<file path="src/rtl/target_box_detect.sv">
// Bounding-box detector for a binary frame-difference stream: accumulates the extent of
// foreground pixels per frame, latches it at frame end and overlays it on the next frame.
module target_box_detect #(
    parameter int IMG_HDISP  = 640,
    parameter int IMG_VDISP  = 480,
    parameter int MIN_PIXELS = 64
) (
    input  logic       clk,
    input  logic       rst,
    input  logic       per_frame_vsync,
    input  logic       per_frame_href,
    input  logic       per_img_bit,
    output logic       post_frame_vsync,
    output logic       post_frame_href,
    output logic       post_img_bit,
    output logic       post_box_edge,
    output logic [9:0] box_x_min,
    output logic [9:0] box_x_max,
    output logic [9:0] box_y_min,
    output logic [9:0] box_y_max,
    output logic       target_found,
    output logic       box_valid
);

    typedef enum logic [1:0] {
        WAIT_FRAME = 2'd0,
        IN_FRAME   = 2'd1,
        LATCH      = 2'd2
    } state_t;

    localparam logic [9:0]  X_LAST  = 10'(IMG_HDISP - 1);
    localparam logic [9:0]  Y_END   = 10'(IMG_VDISP);
    localparam logic [18:0] MIN_CNT = 19'(MIN_PIXELS);
    localparam logic [18:0] CNT_MAX = 19'h7FFFF;

    state_t      state_r, state_s;
    logic        vsync_d_r, href_d_r, armed_r;
    logic        line_over_r;
    logic [9:0]  x_r, y_r;
    logic [9:0]  x_min_r, x_max_r, y_min_r, y_max_r;
    logic [18:0] pix_cnt_r;

    logic vsync_rise_s, vsync_fall_s, href_fall_s, pix_qual_s;
    logic stat_en_s, latch_s, edge_hit_s;

    function automatic logic on_border(input logic [9:0] x, input logic [9:0] y,
                                       input logic [9:0] xl, input logic [9:0] xh,
                                       input logic [9:0] yl, input logic [9:0] yh);
        logic col_hit, row_hit;
        col_hit = ((x == xl) || (x == xh)) && (y >= yl) && (y <= yh);
        row_hit = ((y == yl) || (y == yh)) && (x >= xl) && (x <= xh);
        return col_hit || row_hit;
    endfunction

    // Edge detection and pixel qualification; armed_r blocks a frame already in progress at reset release.
    always_comb begin
        vsync_rise_s = per_frame_vsync & ~vsync_d_r & armed_r;
        vsync_fall_s = ~per_frame_vsync & vsync_d_r;
        href_fall_s  = ~per_frame_href & href_d_r;
        pix_qual_s   = per_frame_vsync & per_frame_href;
        stat_en_s    = (state_r == IN_FRAME) & pix_qual_s & ~line_over_r & (y_r < Y_END);
        latch_s      = (state_r == IN_FRAME) & vsync_fall_s;
        edge_hit_s   = target_found & stat_en_s &
                       on_border(x_r, y_r, box_x_min, box_x_max, box_y_min, box_y_max);
    end

    // Next-state logic for the frame sequencer.
    always_comb begin
        state_s = state_r;
        case (state_r)
            WAIT_FRAME: if (vsync_rise_s) state_s = IN_FRAME; else state_s = WAIT_FRAME;
            IN_FRAME:   if (vsync_fall_s) state_s = LATCH;    else state_s = IN_FRAME;
            LATCH:      state_s = WAIT_FRAME;
            default:    state_s = WAIT_FRAME;
        endcase
    end

    // State register and input edge-detect history.
    always_ff @(posedge clk) begin
        if (rst) begin
            state_r   <= WAIT_FRAME;
            vsync_d_r <= 1'b0;
            href_d_r  <= 1'b0;
            armed_r   <= 1'b0;
        end else begin
            state_r   <= state_s;
            vsync_d_r <= per_frame_vsync;
            href_d_r  <= per_frame_href;
            armed_r   <= armed_r | ~per_frame_vsync;
        end
    end

    // Pixel position counters and running foreground statistics.
    always_ff @(posedge clk) begin
        if (rst) begin
            x_r         <= 10'd0;
            y_r         <= 10'd0;
            line_over_r <= 1'b0;
            x_min_r     <= 10'd0;
            x_max_r     <= 10'd0;
            y_min_r     <= 10'd0;
            y_max_r     <= 10'd0;
            pix_cnt_r   <= 19'd0;
        end else if ((state_r == WAIT_FRAME) && vsync_rise_s) begin
            x_r         <= 10'd0;
            y_r         <= 10'd0;
            line_over_r <= 1'b0;
            x_min_r     <= 10'd1023;
            x_max_r     <= 10'd0;
            y_min_r     <= 10'd1023;
            y_max_r     <= 10'd0;
            pix_cnt_r   <= 19'd0;
        end else if (state_r == IN_FRAME) begin
            if (href_fall_s) begin
                x_r         <= 10'd0;
                line_over_r <= 1'b0;
                if (y_r < Y_END) y_r <= y_r + 10'd1;
            end else if (pix_qual_s && !line_over_r) begin
                if (x_r == X_LAST) line_over_r <= 1'b1;
                else               x_r <= x_r + 10'd1;
            end
            if (stat_en_s && per_img_bit) begin
                if (x_r < x_min_r) x_min_r <= x_r;
                if (x_r > x_max_r) x_max_r <= x_r;
                if (y_r < y_min_r) y_min_r <= y_r;
                if (y_r > y_max_r) y_max_r <= y_r;
                if (pix_cnt_r != CNT_MAX) pix_cnt_r <= pix_cnt_r + 19'd1;
            end
        end
    end

    // One-cycle delayed video with the previous frame's box overlaid.
    always_ff @(posedge clk) begin
        if (rst) begin
            post_frame_vsync <= 1'b0;
            post_frame_href  <= 1'b0;
            post_img_bit     <= 1'b0;
            post_box_edge    <= 1'b0;
        end else begin
            post_frame_vsync <= per_frame_vsync;
            post_frame_href  <= per_frame_href;
            post_img_bit     <= per_img_bit;
            post_box_edge    <= edge_hit_s;
        end
    end

    // Box latch on the transition into LATCH; held until the next completed frame.
    always_ff @(posedge clk) begin
        if (rst) begin
            box_x_min    <= 10'd0;
            box_x_max    <= 10'd0;
            box_y_min    <= 10'd0;
            box_y_max    <= 10'd0;
            target_found <= 1'b0;
            box_valid    <= 1'b0;
        end else begin
            box_valid <= latch_s;
            if (latch_s) begin
                if (pix_cnt_r >= MIN_CNT) begin
                    box_x_min    <= x_min_r;
                    box_x_max    <= x_max_r;
                    box_y_min    <= y_min_r;
                    box_y_max    <= y_max_r;
                    target_found <= 1'b1;
                end else begin
                    box_x_min    <= 10'd0;
                    box_x_max    <= 10'd0;
                    box_y_min    <= 10'd0;
                    box_y_max    <= 10'd0;
                    target_found <= 1'b0;
                end
            end
        end
    end

endmodule

</file>
<file path="config.mk">
export PLATFORM = sky130hd
export DESIGN_NAME = target_box_detect
export DESIGN_NICKNAME = d
export VERILOG_FILES = /design/src/rtl/target_box_detect.sv
export SDC_FILE = /design/constraint.sdc
export NUM_CORES = 1
export LEC_CHECK = 0
export ABC_CLOCK_PERIOD_IN_PS = 2100
export BUFFER_PORTS_ARGS = -buffer_cell sky130_fd_sc_hd__buf_4
export CORE_AREA = 5 5 141 143
export DETAILED_ROUTE_END_ITERATION = 16
export DIE_AREA = 0 0 146 148
export PLACE_DENSITY = 0.65
export SETUP_SLACK_MARGIN = 0.4
export SLEW_MARGIN = 20
export SYNTH_ARGS = -nofsm -noshare
export SYNTH_HDL_FRONTEND = slang
export SYNTH_SLANG_ARGS = --single-unit
</file>
<file path="constraint.sdc">
create_clock -name clk -period 2.1 [get_ports clk]
set_input_delay 0.105 -clock clk [delete_from_list [all_inputs] [get_ports clk]]
set_output_delay 0.105 -clock clk [all_outputs]
set_load 0.05 [all_outputs]
</file>
==> results of run 1 <==
## flip-flops by register name, indices dropped and copies added, names as in the netlist, 2 cells and up
signal and flops:
pix_cnt_r 19, box_x_max 10, box_x_min 10, box_y_max 10, box_y_min 10, x_max_r 10, x_min_r 10, x_r 10
y_max_r 10, y_min_r 10, y_r 10, state_r 2
## worst max-delay path, delay by kind of cell, from the launching register on
family | cells | cell delay [ns]
buffers and inverters | 1 | 0.16
AOI/OAI and AO/OA | 3 | 0.91
and+or+nand+nor | 1 | 0.62
DFF | 1 | 0.33
## cells in the final DEF (no fill, tap or decap), types with 12 or more instances in the layout
cell,count
a21oi_1,28
a21oi_2,21
a221oi_2,12
a22oi_2,40
buf_12,18
buf_4,142
buf_6,25
clkbuf_16,19
dfxtp_1,58
dfxtp_2,50
dfxtp_4,20
ha_1,68
ha_4,14
inv_1,76
mux2i_1,12
nand2_1,23
nand2b_1,20
nand3_1,22
nand3_2,15
nand4_1,22
nor2_1,85
nor2_4,14
nor3_1,13
o21ai_1,14
o21ai_2,14
## cell families (layout without fill, tap and decap cells)
logic type / Yosys count / after routing
AOI/OAI and AO/OA: 203 / 205
xor gates and xnor gates: 22 / 22
adders and majority gates: 82 / 82
buffers and inverters: 122 / 315
DFF: 128 / 128
muxes: 12 / 12
and+or+nand+nor: 280 / 283
## per-stage QoR
step	hold slack, ns	utilization, %
3_5_place_dp	0.366	46.7
6_report	0.0282	61.7
4_1_cts	0.0277	56.7
3_3_place_gp	0.360	46.7
5_1_grt	0.0510	61.7
2_1_floorplan	0.197	-
## layout make-up
type                            count  area [sq um]  share of cell area (%)
Multi-Input combinational cell    604          5510                    48.4
Sequential cell                   128          2700                    23.7
Tap cell                          234           293                    2.57
Inverter                           84           318                    2.79
Clock inverter                      8          65.1                   0.571
Timing Repair Buffer              200          2040                    17.9
Clock buffer                       23           468                    4.11
## power by group through the flow
stage | sequential [mW] | clock [mW] | combinational [mW]
after floorplan | 2.53 | 0 | 0.198
after global placement | 2.53 | 0 | 0.306
after detailed placement | 2.53 | 0 | 0.312
after CTS | 2.47 | 2.78 | 0.394
after global routing | 2.48 | 2.92 | 0.539
final | 2.48 | 2.77 | 0.510
## how the worst max path moves through the flow
| stage | to | cells past startpoint | start | slack [ns] |
|---|---|---|---|---|
| detailed placement | y_min_r[1] | 7 | y_min_r[1] | -0.06 |
| finish | y_min_r[4] | 5 | y_r[8] | -0.02 |
| CTS | x_min_r[7] | 7 | x_r[9] | 0.03 |
| global placement | y_min_r[0] | 7 | y_min_r[1] | -0.08 |
| floorplan | x_max_r[8] | 7 | state_r[1] | 0.06 |
| global route | x_min_r[7] | 7 | x_r[7] | -0.07 |
## routing by layer
metal / share of wire, % / global-route usage, %
met1: 40 / 26.3
met2: 51 / 37.0
met3: 5.8 / 4.23
met4: 3.2 / 6.87
met5: 0 / 0
## timing repair
action / in CTS / in global routing
hold buffers: 3 / 0
hold endpoints to repair: 10 / 0
pin swaps: 54 / 65
cloned: 13 / 3
endpoints found under the setup margin: 108 / 121
buffers inserted: 44 / 19
resized for setup: 149 / 152
==> impl_metrics.ini, run 1 <==
[drt]
vias_per_cell = 5.89
ant_nets = 0
vias = 7543
drt-initial-drc-count = 641
routed_wl_mm = 26.2
wl_per_cell_um = 20.5
drc_errors = 0
drt-pass1-iter-count = 8

[critical_path]
cp-start-kind = flop
crit_path_top_delay_cell = or4_4
crit_type = flop to flop
r2r-start = y_r[8]
crit_required_ns = 2.42
cp_cell_sequence = a41o_1 > or4_4 > a311o_1 > buf_6 > a221oi_2
worstPathArrival_ns = 2.44
r2r_setup_slack_ns = -0.02
path_max_fanout = 6
cp_slowest_stage_delay_ns = 0.62
worstReg2RegEnd = y_min_r[4]
reg2reg_depth = 5
worst_setup_path_end_kind = flop

[synthesis]
synth_compound_area_share_pct = 19.2
yosys.area.top_type_share_pct = 35.5
synthTopCellsByCount = dfxtp_1, nor2_1, inv_1
yosysWarnings = 0
synthXorXnorAreaFrac_pct = 2.67
syn-num-nets = 936
syn_area_sq_um = 7220
async_flop_share_pct = 0
synthTopCellsByArea = dfxtp_1, ha_1, nor2_1, inv_1, a22oi_1
post-synth-top-count-cell = dfxtp_1
synth_ff_type = dfxtp_1
syn-instance-count = 849
ys_ff_latch = 128
ys_types = 61
synth_edf_count = 0
synth_top_area_cell = dfxtp_1
muxShareOfSynthArea_pct = 1.66
synth-adder-area-share_pct = 14.2
yosysSeqAreaShare_pct = 35.5
synth_top_family_by_area = simple AND/OR/NAND/NOR gates
syn_area_per_cell_sq_um = 8.51
yosys.area_share.simple_pct = 20.1

[outcome]
outcome = complete, but fails checks
violations = negative setup slack

[final_layout]
fillers = 1363
final_cell_count_no_fill = 1281
design_area_sq_um = 11400
nets = 1122
syn_to_final_growth_pct = 57.7
layout-drive-gt1-share_pct = 48.6
antenna_cells = 0

[placement]
dp.cells = 1168
gp_congestion = 0.891
portBuffers = 50
place_ws_ns = -0.0585
dp_hpwl_mm = 14.1
placedInstanceArea_sq_um = 8620

[global_route]
grt_usage_pct = 21.2
first_global_vias = 7084
grt_pass1_wl_mm = 36.9
grt_overflow = 0
antenna_found_initial = 0
grt_max_degree = 71

[clock_tree]
clkLatencyLatePin_ns = 0.43
root_buffer = clkbuf_16
cts_tree = built
cts_made_buffers = 17
clock_sinks = 128
cts_buffer_depth = 2
clkTransAtPathRegs_ns = 0.06
htree_levels = 4

[pwr]
ir_drop_uv = 592
power.share.switching_pct = 24.5
combPwrFrac_pct = 8.9
power.share.clock_pct = 48.1
power_density_nw_per_um2 = 505
total_leakage_power_nw = 4.33
total_power_mw = 5.75
seq_power_share_pct = 43.0
p_sw_mw = 1.41
internal_power_mw = 4.34

[min_path]
hold_path_end = state_r[0]
hp-start = per_frame_vsync
hold_path.class = primary input to flop
hold_depth = 3

[sta]
rsz0062_at_grt = true
slew_violations = 0
fin_crit_ns = 2.12
setup-violations-final = 1
finalClockSkew_ns = 0.00854
post-route-period-util_pct = 101
clock.fmax_ghz = 0.471
maxSlewHeadroom_pct = 47.9
fin_ws_ns = -0.0239
fin_tns_setup_ns = -0.0239
worst_pin_slew_ns = 0.781
final-hold-violation-count = 0

[run]
cap_violations = 0

[floorplan]
fp.dieH_um = 148
start_util_pct = 39.1
dieWidth_um = 146
ioPinCount = 51
core_sq_um = 18500
dieArea_sq_um = 21600
rows = 50
Power figures use the tool's default switching activity.
==> run 2, diff against run 1 <==
- ABC_CLOCK_PERIOD_IN_PS: 2100 -> not set
- CORE_AREA: 5 5 141 143 -> 5 5 121 123
- DIE_AREA: 0 0 146 148 -> 0 0 126 128
- PLACE_DENSITY: 0.65 -> 0.83
==> impl_metrics.ini, run 2 (synthesized netlist as in run 1, its figures left out) <==
[outcome]
outcome = complete, but fails checks
violations = negative setup slack

[sta]
fin_tns_setup_ns = -1.01
maxSlewHeadroom_pct = 39.9
fin_crit_ns = 2.36
clock.fmax_ghz = 0.424
setup-violations-final = 18
fin_ws_ns = -0.258
finalClockSkew_ns = 0.0140
rsz0062_at_grt = true
worst_pin_slew_ns = 0.902
slew_violations = 0
post-route-period-util_pct = 112
final-hold-violation-count = 0

[min_path]
hold_depth = 3
hold_path.class = primary input to flop
hold_path_end = y_r[8]
hp-start = rst

[final_layout]
antenna_cells = 0
final_cell_mix = buf_4, nor2_1, inv_1
nets = 1088
top_register = pix_cnt_r
register_area_sq_um = 2710
largest_reg_flops = 19
final_cell_count_no_fill = 1194
final_util_pct = 81.7
fillers = 664
layout-drive-gt1-share_pct = 48.4
layout_commonest_cell = buf_4
syn_to_final_growth_pct = 53.4
multiInputGateArea_sq_um = 5570

[pwr]
power.share.clock_pct = 51.9
total_leakage_power_nw = 4.08
seq_power_share_pct = 40.6
p_sw_mw = 1.49
internal_power_mw = 4.62
power.share.switching_pct = 24.4
power_density_nw_per_um2 = 551
combPwrFrac_pct = 7.5
ir_drop_uv = 755

[global_route]
antenna_found_initial = 0
first_global_vias = 7721
grt_pass1_wl_mm = 40.6
use_met2_pct = 54.0
grt.met3_usage_pct = 8.92
grt_max_degree = 78
grt_usage_pct = 31.7
grt_overflow = 0
met1_usage_pct = 34.8
busiest_layer = met2

[drt]
vias = 8397
ant_nets = 0
drc_errors = 0
drt-initial-drc-count = 1107
drt-pass1-iter-count = 6
routed_wl_mm = 32.7
vias_per_cell = 7.03
wl_per_cell_um = 27.4

[clock_tree]
cts_tree = built
clkLatencyLatePin_ns = 0.44
clkTransAtPathRegs_ns = 0.06
root_buffer = clkbuf_16
htree_levels = 4
cts_made_buffers = 17
clock_sinks = 128
cts_buffer_depth = 2

[floorplan]
core_sq_um = 13600
fp.dieH_um = 128
dieWidth_um = 126
rows = 43
start_util_pct = 53.3
dieArea_sq_um = 16100
ioPinCount = 51

[critical_path]
crit_type = flop to flop
worstPathArrival_ns = 2.63
worstReg2RegEnd = y_min_r[0]
worst_setup_path_end_kind = flop
r2r_setup_slack_ns = -0.26
cp_slowest_stage_delay_ns = 0.50
crit_family = simple AND/OR/NAND/NOR gates
cp_cell_sequence = a41o_1 > or4_4 > buf_12 > buf_4 > clkbuf_16 > nor3_1 > a221oi_2
worst-path-buf-inv = 3
crit_path_top_delay_cell = nor3_1
r2r-start = y_r[5]
cp-start-kind = flop
reg2reg_depth = 7
path_depth = 7
path_max_fanout = 4
crit_required_ns = 2.37

[placement]
dp_hpwl_mm = 13.6
portBuffers = 50
gp_congestion = 0.896
dp.cells = 1102

[run]
cap_violations = 0
## run 2: stage by stage
step                setup WS (ns)  instance area, sq um  hold WS [ns]  power (mW)
floorplan                  0.0648                  7550         0.197        2.73
global placement           0.0213                  8430         0.359        2.83
detailed placement        -0.0334                  8430         0.375        2.84
CTS                        0.0681                 10200        0.0161        5.97
global route               -0.315                 11100        0.0572        6.23
finish                     -0.258                 11100        0.0662        6.10
## run 2: layer usage
| layer | vias up | wire [um] |
|---|---|---|
| met2 | 721 | 15300 |
| li1 | 3406 | - |
| met4 | 0 | 3280 |
| met1 | 3949 | 10900 |
| met3 | 321 | 3220 |
| met5 | - | 0 |
## run 2: how the worst max path moves through the flow
stage                  to       start
6_report       y_min_r[0]      y_r[5]
5_1_grt        y_min_r[0]      y_r[5]
4_1_cts        x_min_r[3]  x_min_r[9]
3_5_place_dp   y_min_r[0]  y_min_r[1]
3_3_place_gp   y_min_r[0]  y_min_r[1]
2_1_floorplan  x_max_r[8]  state_r[1]
## run 2: worst min-delay path, cell delays in order
cell	delay (ns)
buf_4	0.11
nor2_1	0.10
o21a_1	0.14
## run 2: cell type report
class,count,area share [%]
inverter,84,2.85
tap,180,2.03
multi-input combinational,604,50.2
clock inverter,11,1.46
timing repair buffer,166,14.9
clock buffer,21,4.07
sequential,128,24.5
## run 2: power by group through the flow
stage / Sequential [mW] / Clock (mW) / Combinational [mW]
after global placement: 2.53 / 0 / 0.297
after floorplan: 2.53 / 0 / 0.198
after global routing: 2.48 / 3.28 / 0.473
final: 2.48 / 3.17 / 0.457
after detailed placement: 2.53 / 0 / 0.305
after CTS: 2.48 / 3.13 / 0.363
## run 2: repair_timing
action | in CTS | in global routing
hold endpoints to repair | 3 | 0
endpoints found under the setup margin | 108 | 122
pin swaps | 39 | 85
buffers inserted | 25 | 18
gates cloned | 9 | 6
resized for setup | 155 | 156
hold buffers | 2 | 0
